==> src/rtl/als_spi_multi_reader.sv <==
// ---------------------------------------------------------------------------
// als_spi_multi_reader
//   SPI read master for ADC081S-class light sensors sharing one SCLK/MISO
//   pair, with one active-low chip select per sensor. Each read clocks one
//   frame of FRAME bits, keeps the DW-bit data field that follows LEAD
//   discarded bits, and reports it with the channel it came from.
//
//   Handshake: ready=1 means the FSM is idle. A request is taken on a rising
//   Clock edge where ready=1 and either auto=1 (round-robin channel) or
//   fetch=1 with chan<NCH (chan sampled on that same edge). Nothing is
//   queued; fetch/chan/auto seen while busy are dropped. Completion is a
//   one-cycle arrived pulse in the cycle illum/illum_chan take their new
//   values, and ready is already 1 in that cycle.
//
// Ports
//   Clock       in   system clock, rising edge
//   Reset       in   synchronous, active-high
//   fetch       in   single-read request
//   chan        in   channel for fetch
//   auto        in   continuous round-robin polling
//   ready       out  idle, will accept a request
//   arrived     out  one-cycle completion pulse
//   illum       out  last data field received
//   illum_chan  out  channel of illum
//   SCLK        out  SPI clock, idles high
//   MISO        in   serial data from the selected sensor
//   CS          out  active-low chip selects, at most one low
//   fsm_state   out  current FSM state, for debug/checkers
// ---------------------------------------------------------------------------
module als_spi_multi_reader #(
    parameter  int NCH   = 4,
    parameter  int FRAME = 16,
    parameter  int DW    = 8,
    parameter  int LEAD  = 3,
    parameter  int DIV   = 4,
    localparam int CW    = (NCH > 1) ? $clog2(NCH) : 1
) (
    input  logic            Clock,
    input  logic            Reset,
    input  logic            fetch,
    input  logic [CW-1:0]   chan,
    input  logic            auto,
    output logic            ready,
    output logic            arrived,
    output logic [DW-1:0]   illum,
    output logic [CW-1:0]   illum_chan,
    output logic            SCLK,
    input  logic            MISO,
    output logic [NCH-1:0]  CS,
    output logic [2:0]      fsm_state
);

    localparam int DCW = (DIV > 1) ? $clog2(DIV) : 1;
    localparam int BW  = (FRAME > 1) ? $clog2(FRAME) : 1;

    localparam logic [2:0] S_IDLE  = 3'd0;
    localparam logic [2:0] S_SETUP = 3'd1;
    localparam logic [2:0] S_LOW   = 3'd2;
    localparam logic [2:0] S_HIGH  = 3'd3;
    localparam logic [2:0] S_QUIET = 3'd4;

    logic [2:0]     state;
    logic [DCW-1:0] cnt;      // Clock cycles spent in the current phase
    logic [BW-1:0]  bitn;     // frame bit index of the current SCLK period
    logic [CW-1:0]  ch;       // channel of the frame in progress
    logic [CW-1:0]  rr;       // next channel for auto polling
    logic [DW-1:0]  shreg;

    logic cnt_last;
    logic bit_last;
    logic rr_last;
    logic chan_ok;
    logic in_data;

    assign cnt_last = (cnt == DCW'(DIV - 1));
    assign bit_last = (bitn == BW'(FRAME - 1));
    assign rr_last  = (rr == CW'(NCH - 1));
    // chan is wide enough to name channels that do not exist when NCH is
    // not a power of two; those requests are dropped.
    assign chan_ok  = (int'(chan) < NCH);
    assign in_data  = (int'(bitn) >= LEAD) && (int'(bitn) < LEAD + DW);

    always_ff @(posedge Clock) begin
        if (Reset) begin
            state      <= S_IDLE;
            cnt        <= '0;
            bitn       <= '0;
            ch         <= '0;
            rr         <= '0;
            shreg      <= '0;
            illum      <= '0;
            illum_chan <= '0;
            arrived    <= 1'b0;
        end else begin
            arrived <= 1'b0;
            case (state)
                S_IDLE: begin
                    cnt  <= '0;
                    bitn <= '0;
                    if (auto) begin
                        ch    <= rr;
                        rr    <= rr_last ? '0 : rr + CW'(1);
                        state <= S_SETUP;
                    end else if (fetch && chan_ok) begin
                        ch    <= chan;
                        state <= S_SETUP;
                    end
                end
                S_SETUP: begin
                    if (cnt_last) begin
                        cnt   <= '0;
                        state <= S_LOW;
                    end else begin
                        cnt <= cnt + DCW'(1);
                    end
                end
                S_LOW: begin
                    // The edge leaving LOW is the SCLK rising edge, where the
                    // sensor's bit for this period is stable.
                    if (cnt_last) begin
                        cnt   <= '0;
                        state <= S_HIGH;
                        if (in_data) begin
                            shreg <= (shreg << 1) | DW'(MISO);
                        end
                    end else begin
                        cnt <= cnt + DCW'(1);
                    end
                end
                S_HIGH: begin
                    if (cnt_last) begin
                        cnt <= '0;
                        if (bit_last) begin
                            state <= S_QUIET;
                        end else begin
                            bitn  <= bitn + BW'(1);
                            state <= S_LOW;
                        end
                    end else begin
                        cnt <= cnt + DCW'(1);
                    end
                end
                S_QUIET: begin
                    if (cnt_last) begin
                        cnt        <= '0;
                        illum      <= shreg;
                        illum_chan <= ch;
                        arrived    <= 1'b1;
                        state      <= S_IDLE;
                    end else begin
                        cnt <= cnt + DCW'(1);
                    end
                end
                default: state <= S_IDLE;
            endcase
        end
    end

    // SPI pins are decoded straight from the state register, so a reset
    // parks them (CS all high, SCLK high) on the same edge it clears state.
    assign ready     = (state == S_IDLE) && !Reset;
    assign SCLK      = (state != S_LOW);
    assign fsm_state = state;

    always_comb begin
        CS = '1;
        if (state == S_SETUP || state == S_LOW || state == S_HIGH) begin
            CS = ~(NCH'(1) << ch);
        end
    end

endmodule

==> config.mk <==
export PLATFORM = sky130hd
export DESIGN_NAME = als_spi_multi_reader
export DESIGN_NICKNAME = d
export VERILOG_FILES = /design/src/rtl/als_spi_multi_reader.sv
export SDC_FILE = /design/constraint.sdc
export NUM_CORES = 1
export LEC_CHECK = 0
export ABC_AREA = 1
export BUFFER_PORTS_ARGS = -buffer_cell sky130_fd_sc_hd__clkbuf_2
export CORE_UTILIZATION = 54
export CTS_BUF_LIST = sky130_fd_sc_hd__clkbuf_8
export DETAILED_ROUTE_END_ITERATION = 16
export HOLD_SLACK_MARGIN = 0.12
export PLACE_DENSITY = 0.78
export SYNTH_ARGS = -nofsm -noshare
export SYNTH_HDL_FRONTEND = slang
export SYNTH_SLANG_ARGS = --single-unit
==> constraint.sdc <==
create_clock -name Clock -period 2 [get_ports Clock]
set_input_delay 0.1 -clock Clock [delete_from_list [all_inputs] [get_ports Clock]]
set_output_delay 0.1 -clock Clock [all_outputs]
set_load 0.02 [all_outputs]
Word-level counts from Yosys, hierarchy flattened:

Index checks and enable logic that the tools add are counted.

* $mul: 0
* div/mod/pow operators: 0
* bitwise operators: 3
* order comparisons: 2
* multiplexer cells: 18
* shifts and indexed selects: 1
* reductions and logical operators: 17
* add/subtract/negate cells: 3
* eq/ne operators: 14

Operators with widths (number)
* $mux 3: 7
* $pmux 3 s5: 1
* $mux 4: 3
* $ne 2x2->1 const B: 5
* $mux 2: 4
* $or 8x1->8: 1
* $pmux 4 s2: 1
* $eq 3x2->1 const B: 2
* $reduce_and 2->1: 3
* $reduce_and 3->1: 2
* $reduce_bool 2->1: 3
* $reduce_and 5->1: 1
* $add 2x1->2 const B: 2
* $add 4x1->4 const B: 1
* $eq 2x2->1 const B: 2
* $eq 4x4->1 const B: 1
* $ge 4x2->1 const B: 1
* $lt 4x4->1 const B: 1
* $not 4->4: 1
* $pmux 2 s2: 1
* $reduce_or 4->1: 1
* $shl 1x2->4 const A: 1
* $eq 3x1->1 const B: 1
* $eq 3x3->1 const B: 1
* 9 further kinds: 11

* memories: 0
* output and inout bits: 20
* bits in registers: 32
* input port bits: 7
* bits in writable memories: 0
* logic and storage cells: 67
* latch bits: 0
* bits in read-only memories: 0

Logic depth before layout (Yosys ltp):

Gate-level depths: netlist (run 1).

* word-level depth: 4
* depth in mapped cells: 8
* mapped depth without buffers: 8

Least setup slack after synthesis (run 1):

No wires, ideal clock.

* kind: register -> register
* start point: reg state[1], in the netlist fsm_state[1]
* end point: reg shreg[2]
* arrival time: 1152 ps
* period minus slack after synthesis: 1267 ps
* library setup time: 116 ps
* required time: 1884 ps
* stages on the path, launching flop included: 6
* path buffers: 0
* setup slack: 733 ps
* cells stage by stage: dfxtp_1 -> nand2_2 -> nor2_4 -> nand2_4 -> o21ai_0 -> nor2_1

* cells in the longest elaborated chain, start to end: 2

RTL lines
* start, declared: RTL line 62 `logic [2:0] state;`
* start signal, assigned: RTL line 85 `state <= S_IDLE;`
* start signal, assigned: RTL line 103 `state <= S_SETUP;`
* start signal, assigned: RTL line 106 `state <= S_SETUP;`
* $eq 3x2->1: RTL line 96 `case (state)`
* $reduce_and 3->1 (no source line)
* end signal, assigned: RTL line 124 `shreg <= (shreg << 1) | DW'(MISO);`
* end, declared: RTL line 67 `logic [DW-1:0] shreg;`

Every way passes these cells.
A chain may end at the register's enable or synchronous reset.

Worst setup path in the final report (run 1):

* start point: reg state[2], in the netlist fsm_state[2]
* end point: out CS[2]

* cells in the longest elaborated chain, start to end: 4
* elaborated cells on any way between the ends: 6
* those cells by class: 3 x eq/ne; 1 x mux; 2 x reduce/logical

RTL lines
* $eq 3x1->1 or $eq 3x2->1 (tied branches): RTL line 167 `if (state == S_SETUP || state == S_LOW || state == S_HIGH) begin`
* $logic_or 1x1->1: RTL line 167
* $logic_or 1x1->1 (*): RTL line 167
* $mux 4 (*): RTL line 167
* end, declared: RTL line 49 `output logic [NCH-1:0] CS,`

Mark *: on every way between the ends. The rest lies on a longest branch, timed or not.

==> flow_metrics.py, run 1 <==
metrics = {
    "pwr": {
        "comb_power_share_pct": 36.1,
        "p_sw_share_pct": 40.3,
        "irDropWorstVdd_v": 0.00100,
        "p_sw_w": 0.000924,
        "p_int_w": 0.00137,
        "p_seq_share_pct": 37.7,
        "powerDensity_mw_per_mm2": 1290,
        "p_leak_nw": 0.792,
        "fin_total_pwr_w": 0.00230,
        "clkPwrFrac_pct": 26.3,
    },
    "timing": {
        "setup_ws_ns": 0.441,
        "finalSetupViolations": 0,
        "finalCritPeriodShare_pct": 77.9,
        "holdWs_ns": 0.155,
        "fin_crit_ns": 1.56,
        "hold_viol": 0,
        "drv_slew": 0,
        "fmax_ghz": 0.642,
        "slew_headroom_pct": 57.7,
        "finalSetupTns_ns": 0,
        "worstMarginPinSlew_ns": 0.634,
        "fin_worst_skew_ns": 0.00417,
        "rsz0062_at_grt": "no",
    },
    "hold_path": {
        "min_path_type": "input port to register",
        "hp-start": "chan[1]",
    },
    "global_route": {
        "antenna_found_initial": 0,
        "grt_pass1_vias": 1182,
        "grt-ovfl-total": 0,
        "grt_usage_pct": 23.8,
        "grt_pass1_wl_um": 4940,
        "grt_max_degree": 27,
    },
    "die": {
        "fp.dieW_um": 54.9,
        "coreArea_mm2": 0.00257,
        "die-area_mm2": 0.00301,
        "io_pins": 27,
        "start_util_pct": 58.8,
        "rows": 18,
        "die_h_um": 54.9,
    },
    "detailed_routing": {
        "vias": 1365,
        "viasPerCell": 5.17,
        "dr.pass1.iters": 4,
        "route.detailed.drc": 0,
        "drt_iter0_drc": 30,
        "wl_per_cell_um": 11.8,
        "wl_um": 3110,
        "postRouteAntennaNets": 0,
    },
    "final_layout": {
        "syn2layout_area_growth_pct": 17.7,
        "final_layout_size_suffix_gt1_share_pct": 22.2,
        "antenna_cells": 0,
        "final_common_cell": "nor2_1",
        "nNetsFinal": 244,
        "layout.cells.non_filler": 264,
        "final_cell_mix": "nor2_1 (42), dfxtp_1 (32), clkbuf_2 (26)",
    },
    "run": {
        "cap_viol_max_count": 0,
    },
    "status": {
        "outcome": "finished clean",
    },
    "clocking": {
        "root_buffer": "clkbuf_8",
        "clock-sinks": 32,
        "cts_tree": "done",
        "cts_max_path_buffers": 2,
        "cts_buffers": 5,
        "cts-htree-levels": 2,
        "cts_setup_buffers": 0,
        "clk_latency_ns": 0.28,
        "cts.clk_slew.worst_paths_ns": 0.07,
    },
    "worst_setup_path": {
        "critPathKind": "register to primary output",
        "startpoint": "fsm_state[2]$_SDFFE_PP0P_",
        "crit_arrival_ns": 1.46,
        "r2r-start": "cnt[0]$_SDFFE_PP0P_",
        "crit_path_max_fanout": 7,
        "critPathRequiredTime_ns": 1.90,
        "critPathLaunchType": "register",
        "end_kind": "primary output",
    },
    "logic_synthesis": {
        "yosys_warnings": 0,
        "syn_nets": 214,
        "syn_area_per_cell_um2": 7.44,
        "synth-seq-area-share_pct": 42.4,
        "ys_types": 24,
        "synth_seq_cells": 32,
        "synthCells": 203,
        "synth_area_mm2": 0.00151,
    },
    "place": {
        "post-place-ws_ns": 0.540,
        "port_buffers": 26,
        "place.gp.congestion": 0.802,
        "dp_hpwl_um": 2310,
        "dp_cells": 254,
    },
}
-- cell families after synthesis --
group / share of synthesized area (%)
flops: 42.4
buf+inv: 8.45
compound gates: 14.3
simple gates: 31.6
fa+ha+maj: 3.31
-- through the flow --
stage | utilization [%] | area (µm²)
global placement | 64.3 | 1650
detailed placement | 64.3 | 1650
finish | 69.2 | 1780
CTS | 69.2 | 1780
global route | 69.2 | 1780
floorplan | - | 1510
-- Yosys cell counts --
cell type	instances	area share, %
inv_4	1	0.41
o21ai_1	14	4.6
dfxtp_1	32	42
ha_1	4	3.3
nor2_1	42	10
nand2_2	2	0.83
nand4_1	1	0.41
a21oi_2	2	1.2
nand3_2	4	2.7
a22oi_1	1	0.50
a21oi_1	13	4.3
nor2_4	3	2.2
inv_2	1	0.25
o21ai_0	11	3.6
nor3_2	1	0.66
nand2_4	3	2.2
nor2_2	1	0.41
buf_2	4	1.3
inv_1	24	6.0
buf_4	1	0.50
nand3b_1	1	0.50
nand3_4	1	1.2
nand2_1	23	5.7
nand3_1	13	4.3
-- worst paths after layout --
| path | endpoint | slack, ns | depth (start not counted) |
|---|---|---|---|
| min | ch[1]$_SDFFE_PP0P_ | 0.16 | 5 |
| max | CS[2] | 0.44 | 5 |
| min reg2reg | illum[1]$_SDFFE_PP0P_ | 0.45 | 2 |
| max reg2reg | illum[2]$_SDFFE_PP0P_ | 0.51 | 4 |
-- power by group through the flow --
stage | logic (W) | registers, W | clock network (W)
after floorplan | 0.000601 | 0.000886 | 0
after global routing | 0.000928 | 0.000878 | 0.000639
after detailed placement | 0.000816 | 0.000876 | 0
final | 0.000828 | 0.000865 | 0.000603
after global placement | 0.000768 | 0.000869 | 0
after CTS | 0.000832 | 0.000862 | 0.000609
-- metal layers --
| metal | GRT usage, % | vias up | share of wire [%] |
|---|---|---|---|
| met3 | 8.33 | 3 | 5.0 |
| met1 | 26.2 | 614 | 42 |
| li1 | - | 708 | - |
| met2 | 42.6 | 40 | 52 |
| met4 | 6.41 | 0 | 0.90 |
| met5 | 0 | - | 0 |
-- worst max-delay path, stage by stage, from the launching register on --
cell and delay (ns):
dfxtp_1 0.53, inv_2 0.17, nand2_1 0.15, inv_1 0.09
nand3_1 0.07, clkbuf_2 0.16
-- flip-flops by register name, summed over array words and instances (netlist names) --
| register | flops |
|---|---|
| arrived | 1 |
| cnt | 2 |
| fsm_state | 3 |
| shreg | 8 |
| illum | 8 |
| bitn | 4 |
| ch | 2 |
| rr | 2 |
| illum_chan | 2 |
-- final cells by class --
| cell class | instances | area (µm²) |
|---|---|---|
| Tap cell | 30 | 37.5 |
| Sequential cell | 32 | 641 |
| Multi-Input combinational cell | 140 | 742 |
| Inverter | 26 | 100 |
| Fill cell | 216 | 790 |
| Clock buffer | 5 | 68.8 |
| Timing Repair Buffer | 28 | 150 |
| Clock inverter | 3 | 38.8 |
-- timing repair --
action / CTS / global route
endpoints found under the hold margin: 4 / 0
hold buffers: 2 / 0
gates resized for setup: 0 / 0
Note: power is estimated with default switching activity, not from simulation.
==> run 2: changes to the inputs <==
--- a/config.mk
+++ b/config.mk
@@ -5,9 +5,9 @@
 export SDC_FILE = /design/constraint.sdc
 export NUM_CORES = 1
 export LEC_CHECK = 0
-export ABC_AREA = 1
+export ABC_AREA = 0
 export BUFFER_PORTS_ARGS = -buffer_cell sky130_fd_sc_hd__clkbuf_2
-export CORE_UTILIZATION = 54
+export CORE_UTILIZATION = 52
 export CTS_BUF_LIST = sky130_fd_sc_hd__clkbuf_8
 export DETAILED_ROUTE_END_ITERATION = 16
 export HOLD_SLACK_MARGIN = 0.12
==> constraint.sdc (replaced) <==
create_clock -name Clock -period 1.4 [get_ports Clock]
set_input_delay 0.07 -clock Clock [delete_from_list [all_inputs] [get_ports Clock]]
set_output_delay 0.07 -clock Clock [all_outputs]
set_load 0.02 [all_outputs]
==> flow_metrics.py, run 2 <==
metrics = {
    "detailed_routing": {
        "route.detailed.drc": 3,
        "vias": 1538,
        "dr.pass1.iters": 10,
        "postRouteAntennaNets": 0,
        "drt_iter0_drc": 74,
        "wl_um": 3790,
        "viasPerCell": 6.03,
        "wl_per_cell_um": 14.9,
    },
    "logic_synthesis": {
        "synth_ff_type": "dfxtp_1",
        "synth_seq_cells": 32,
        "syn_nets": 198,
        "ys_top_cells_by_area": "dfxtp_1 (40%), a21oi_1 (8.8%), nand2_1 (5.0%)",
        "ys_async_sr_fraction_pct": 0,
        "synth_enable_flop_cells": 0,
        "yosysTopAreaCellShare_pct": 40.4,
        "synth-seq-area-share_pct": 40.4,
        "yosys_warnings": 0,
        "synth.most_common_cell": "dfxtp_1",
        "syn_area_per_cell_um2": 8.48,
        "ys_types": 41,
        "synth_area_mm2": 0.00159,
        "synth_top_cell_by_area": "dfxtp_1",
        "synthTopCellsByCount": "dfxtp_1 (32), a21oi_1 (28), nand2_1 (21), nand4_1 (10)",
        "synthCells": 187,
    },
    "clocking": {
        "cts_tree": "done",
        "cts_max_path_buffers": 2,
        "cts_buffers": 5,
        "clk_latency_ns": 0.28,
        "root_buffer": "clkbuf_8",
        "cts.clk_slew.worst_paths_ns": 0.07,
        "cts-htree-levels": 2,
        "clock-sinks": 32,
    },
    "timing": {
        "fin_crit_ns": 1.42,
        "finalSetupTns_ns": -0.0204,
        "finalSetupViolations": 1,
        "drv_slew": 0,
        "slew_headroom_pct": 55.3,
        "setup_ws_ns": -0.0204,
        "fmax_ghz": 0.704,
        "rsz0062_at_grt": "yes",
        "holdWs_ns": 0.126,
        "hold_viol": 0,
        "fin_worst_skew_ns": 0.00668,
        "worstMarginPinSlew_ns": 0.671,
        "finalCritPeriodShare_pct": 101,
    },
    "global_route": {
        "grt_max_degree": 34,
        "antenna_found_initial": 0,
        "grt_pass1_wl_um": 5980,
        "grt_usage_pct": 23.9,
        "grt_pass1_vias": 1345,
        "grt-ovfl-total": 0,
    },
    "final_layout": {
        "nNetsFinal": 234,
        "nFillCells": 215,
        "multi_input_area_um2": 908,
        "regArea_um2": 656,
        "finalInstanceArea_mm2": 0.00204,
        "syn2layout_area_growth_pct": 28.6,
        "final_cell_mix": "a21oi_1 (28), dfxtp_1 (26), clkbuf_2 (25)",
        "antenna_cells": 0,
        "reg_top3": "illum x8, shreg x8, bitn x4",
        "final_layout_size_suffix_gt1_share_pct": 33.0,
        "layout.cells.non_filler": 255,
        "final_common_cell": "a21oi_1",
    },
    "worst_setup_path": {
        "end_kind": "register",
        "critPathKind": "register to register",
        "crit_path_max_fanout": 7,
        "critPathLaunchType": "register",
        "crit_arrival_ns": 1.61,
        "critPathRequiredTime_ns": 1.59,
        "path_delay_family": "simple AND/OR/NAND/NOR gates",
        "cp_slowest_cell": "or3_1",
        "crit_chain": "ha_4 > and3_1 > or3_1 > a21oi_1",
        "critPathMaxStageDelay_ns": 0.38,
        "critPathBufInv": 0,
    },
    "die": {
        "fp.dieW_um": 57.2,
        "die_h_um": 57.2,
        "die-area_mm2": 0.00328,
        "rows": 19,
        "start_util_pct": 56.1,
        "io_pins": 27,
        "coreArea_mm2": 0.00283,
    },
    "pwr": {
        "p_leak_nw": 0.760,
        "powerDensity_mw_per_mm2": 1030,
        "irDropWorstVdd_v": 0.000649,
    },
    "place": {
        "post-place-ws_ns": -0.0919,
        "place.gp.congestion": 0.845,
        "dp_hpwl_um": 2450,
        "dp_cells": 240,
        "dpl_cell_area_mm2": 0.00180,
        "port_buffers": 26,
    },
    "status": {
        "outcome": "finished with violations",
        "violations": "design-rule violations, negative setup slack",
    },
    "hold_path": {
        "min_path_type": "input port to register",
    },
    "run": {
        "cap_viol_max_count": 0,
    },
}
[run 2: cell count changes after synthesis, sizes merged, moves of 5 or more]
cell / previous run / this run
nor2: 46 / 9
inv: 26 / 2
o21ai: 25 / 4
a21oi: 15 / 28
nand3: 18 / 6
nand4: 1 / 10
o31ai: 0 / 9
clkbuf: 0 / 8
nand2: 28 / 21
buf: 5 / 11
o211ai: 0 / 5
[run 2: repair_timing]
item,4_1_cts,5_1_grt
pin swaps,1,0
setup endpoints to repair,20,27
gates resized for setup,10,12
hold buffers,2,0
setup buffers,4,1
endpoints found under the hold margin,3,0
[run 2: per-stage QoR]
stage / utilization (%) / power (W)
after floorplan: - / 0.00114
after global placement: 63.5 / 0.00119
after detailed placement: 63.5 / 0.00120
after CTS: 70.1 / 0.00210
after global routing: 72.1 / 0.00217
final: 72.1 / 0.00210
[run 2: worst paths after layout]
check	from	to	slack (ns)	cells past startpoint
min reg2reg	illum_chan[0]$_SDFFE_PP0P_	illum_chan[0]$_SDFFE_PP0P_	0.45	2
min	chan[0]	ch[0]$_SDFFE_PP0P_	0.13	3
max	bitn[1]$_SDFFE_PP0P_	bitn[0]$_SDFFE_PP0P_	-0.02	4
max reg2reg	bitn[1]$_SDFFE_PP0P_	bitn[0]$_SDFFE_PP0P_	-0.02	4
[run 2: cells by family (layout without fill, tap and decap cells)]
logic type               Yosys count  in the layout  synth area share (%)
flip-flops                        32             32                  40.4
buffers and inverters             21             58                  5.84
multiplexers                       4              4                  2.52
AND/OR/NAND/NOR                   70             70                  25.9
AO/OA/AOI/OAI                     56             56                  22.2
adder cells (fa/ha/maj)            4              4                  3.15
[run 2: layout make-up]
| class | count | area share [%] |
|---|---|---|
| multi-input combinational | 134 | 44.5 |
| sequential | 32 | 32.1 |
| timing repair buffer | 48 | 15.6 |
| clock buffer | 5 | 3.37 |
| clock inverter | 3 | 2.08 |
| tap | 31 | 1.90 |
| inverter | 2 | 0.368 |
[run 2: routing by layer]
metal  up-vias  GRT usage, %  wire (µm)
li1        769             -          -
met1       722          27.6       1630
met2        43          41.3       1960
met3         4          4.76        160
met4         0          13.2         36
met5         -             0          0
[run 2: report_power, final]
part | switching [W] | leakage (nW) | internal, W | total, W
Clock | 0.000352 | 0.0541 | 0.000526 | 0.000878
Sequential | 0.0000322 | 0.262 | 0.000931 | 0.000963
Combinational | 0.000137 | 0.444 | 0.000119 | 0.000257
[run 2: worst min-delay path: cells and delay by family]
family / cells / cell delay, ns
muxes: 1 / 0.11
buffers and inverters: 1 / 0.08
AOI/OAI and AO/OA: 1 / 0.10
==> run 3: changes to the inputs <==
--- a/config.mk
+++ b/config.mk
@@ -5,13 +5,13 @@
 export SDC_FILE = /design/constraint.sdc
 export NUM_CORES = 1
 export LEC_CHECK = 0
-export ABC_AREA = 0
+export ABC_AREA = 1
 export BUFFER_PORTS_ARGS = -buffer_cell sky130_fd_sc_hd__clkbuf_2
-export CORE_UTILIZATION = 52
+export CORE_UTILIZATION = 51
 export CTS_BUF_LIST = sky130_fd_sc_hd__clkbuf_8
 export DETAILED_ROUTE_END_ITERATION = 16
 export HOLD_SLACK_MARGIN = 0.12
-export PLACE_DENSITY = 0.78
+export PLACE_DENSITY = 0.77
 export SYNTH_ARGS = -nofsm -noshare
 export SYNTH_HDL_FRONTEND = slang
 export SYNTH_SLANG_ARGS = --single-unit
==> constraint.sdc (replaced) <==
create_clock -name Clock -period 1.4 [get_ports Clock]
set_input_delay 0.14 -clock Clock [delete_from_list [all_inputs] [get_ports Clock]]
set_output_delay 0.14 -clock Clock [all_outputs]
set_load 0.02 [all_outputs]
==> flow_metrics.py, run 3 (same netlist as run 1, synthesis figures left out) <==
metrics = {
    "global_route": {
        "use_met3_pct": 6.45,
        "met1_usage_pct": 25.7,
        "grt_max_degree": 17,
        "busiest_layer": "met2",
        "grt_pass1_vias": 1177,
        "grtUsageMet2_pct": 31.1,
        "grt_usage_pct": 20.1,
        "grt-ovfl-total": 0,
        "grt_pass1_wl_um": 4930,
        "antenna_found_initial": 0,
    },
    "final_layout": {
        "nFillCells": 250,
        "final_common_cell": "nor2_1",
        "antenna_cells": 0,
        "syn2layout_area_growth_pct": 23.7,
        "multi_input_area_um2": 754,
        "final_layout_size_suffix_gt1_share_pct": 30.2,
        "final_cell_mix": "nor2_1 (40), dfxtp_1 (28), inv_1 (24)",
        "regArea_um2": 651,
        "reg_top3": "illum x8, shreg x8, bitn x4",
        "nNetsFinal": 256,
    },
    "timing": {
        "fin_crit_ns": 1.38,
        "fmax_ghz": 0.727,
        "finalCritPeriodShare_pct": 98.3,
        "slew_headroom_pct": 80.3,
        "worstMarginPinSlew_ns": 0.295,
        "drv_slew": 0,
        "rsz0062_at_grt": "yes",
        "holdWs_ns": 0.157,
        "finalSetupViolations": 0,
        "setup_ws_ns": 0.0242,
        "fin_worst_skew_ns": 0.00556,
        "hold_viol": 0,
    },
    "detailed_routing": {
        "route.detailed.drc": 0,
        "drt_iter0_drc": 32,
        "vias": 1402,
        "viasPerCell": 5.08,
        "wl_per_cell_um": 10.6,
        "dr.pass1.iters": 4,
        "wl_um": 2940,
        "postRouteAntennaNets": 0,
    },
    "die": {
        "rows": 19,
        "fp.dieW_um": 56.4,
        "coreArea_mm2": 0.00278,
        "start_util_pct": 54.3,
        "die-area_mm2": 0.00318,
        "io_pins": 27,
        "die_h_um": 56.4,
    },
    "hold_path": {
        "min_path_type": "input port to register",
    },
    "place": {
        "dp_hpwl_um": 2140,
        "post-place-ws_ns": 0.0817,
        "place.gp.congestion": 0.861,
        "port_buffers": 26,
    },
    "clocking": {
        "cts-htree-levels": 2,
        "clock-sinks": 32,
        "cts.clk_slew.worst_paths_ns": 0.06,
        "root_buffer": "clkbuf_8",
        "clk_latency_ns": 0.28,
        "cts_buffers": 5,
        "cts_max_path_buffers": 2,
        "cts_tree": "done",
    },
    "run": {
        "cap_viol_max_count": 0,
    },
    "pwr": {
        "irDropWorstVdd_v": 0.00140,
        "p_leak_nw": 0.833,
        "powerDensity_mw_per_mm2": 1750,
    },
    "worst_setup_path": {
        "critPathRequiredTime_ns": 1.26,
        "end_kind": "primary output",
        "crit_path_max_fanout": 7,
        "crit_arrival_ns": 1.24,
        "critPathLaunchType": "register",
        "critPathKind": "register to primary output",
    },
    "status": {
        "outcome": "finished clean",
    },
}
-- run 3: through the flow --
stage | instance area, µm² | TNS [ns] | instances | power (W) | util (%)
3_3_place_gp | 1720 | 0 | 264 | 0.00247 | 61.8
6_report | 1870 | 0 | 276 | 0.00327 | 67.2
5_1_grt | 1870 | -0.191 | 276 | 0.00351 | 67.2
3_5_place_dp | 1720 | 0 | 264 | 0.00249 | 61.8
2_1_floorplan | 1510 | 0 | 203 | 0.00212 | -
4_1_cts | 1830 | -0.00192 | 273 | 0.00320 | 65.9
-- run 3: final cells by class --
class	count	share of cell area, %
Clock inverter	2	0.469
Timing Repair Buffer	40	13.1
Inverter	26	5.49
Multi-Input combinational cell	140	40.4
Clock buffer	5	3.68
Sequential cell	32	34.8
Tap cell	31	2.08
-- run 3: worst max-delay path, stage by stage, from the launching register on --
cell	delay, ns
dfxtp_2	0.36
inv_2	0.16
nand2_2	0.11
inv_2	0.09
nand3_1	0.07
buf_2	0.17
-- run 3: power by group --
part / internal [W] / switching (W) / leakage [nW]
Clock: 0.000330 / 0.000305 / 0.0452
Sequential: 0.00107 / 0.000160 / 0.262
Combinational: 0.000554 / 0.000860 / 0.526
Total: 0.00195 / 0.00132 / 0.833
-- run 3: final timing paths --
| check | cells past startpoint | endpoint | startpoint | slack [ns] |
|---|---|---|---|---|
| max | 5 | CS[2] | fsm_state[2]$_SDFFE_PP0P_ | 0.02 |
| min | 2 | bitn[0]$_SDFFE_PP0P_ | Reset | 0.16 |
| max reg2reg | 4 | illum[3]$_SDFFE_PP0P_ | cnt[1]$_SDFFE_PP0P_ | 0.11 |
| min reg2reg | 2 | illum[4]$_SDFFE_PP0P_ | illum[4]$_SDFFE_PP0P_ | 0.44 |
-- run 3: repair_timing --
| item | CTS | global route |
|---|---|---|
| setup endpoints to repair | 5 | 16 |
| gates resized for setup | 9 | 13 |
| endpoints found under the hold margin | 1 | 0 |
| hold buffers | 1 | 0 |
| pin swaps | 0 | 1 |
| buffers inserted | 1 | 3 |
-- run 3: routing by layer --
layer  share of wire, %  wire [µm]  vias to the layer above
met1                 47       1380                      625
met2                 45       1330                       34
met3                5.4        160                        8
met5                  0          0                        -
met4                2.1         63                        0
li1                   -          -                      735
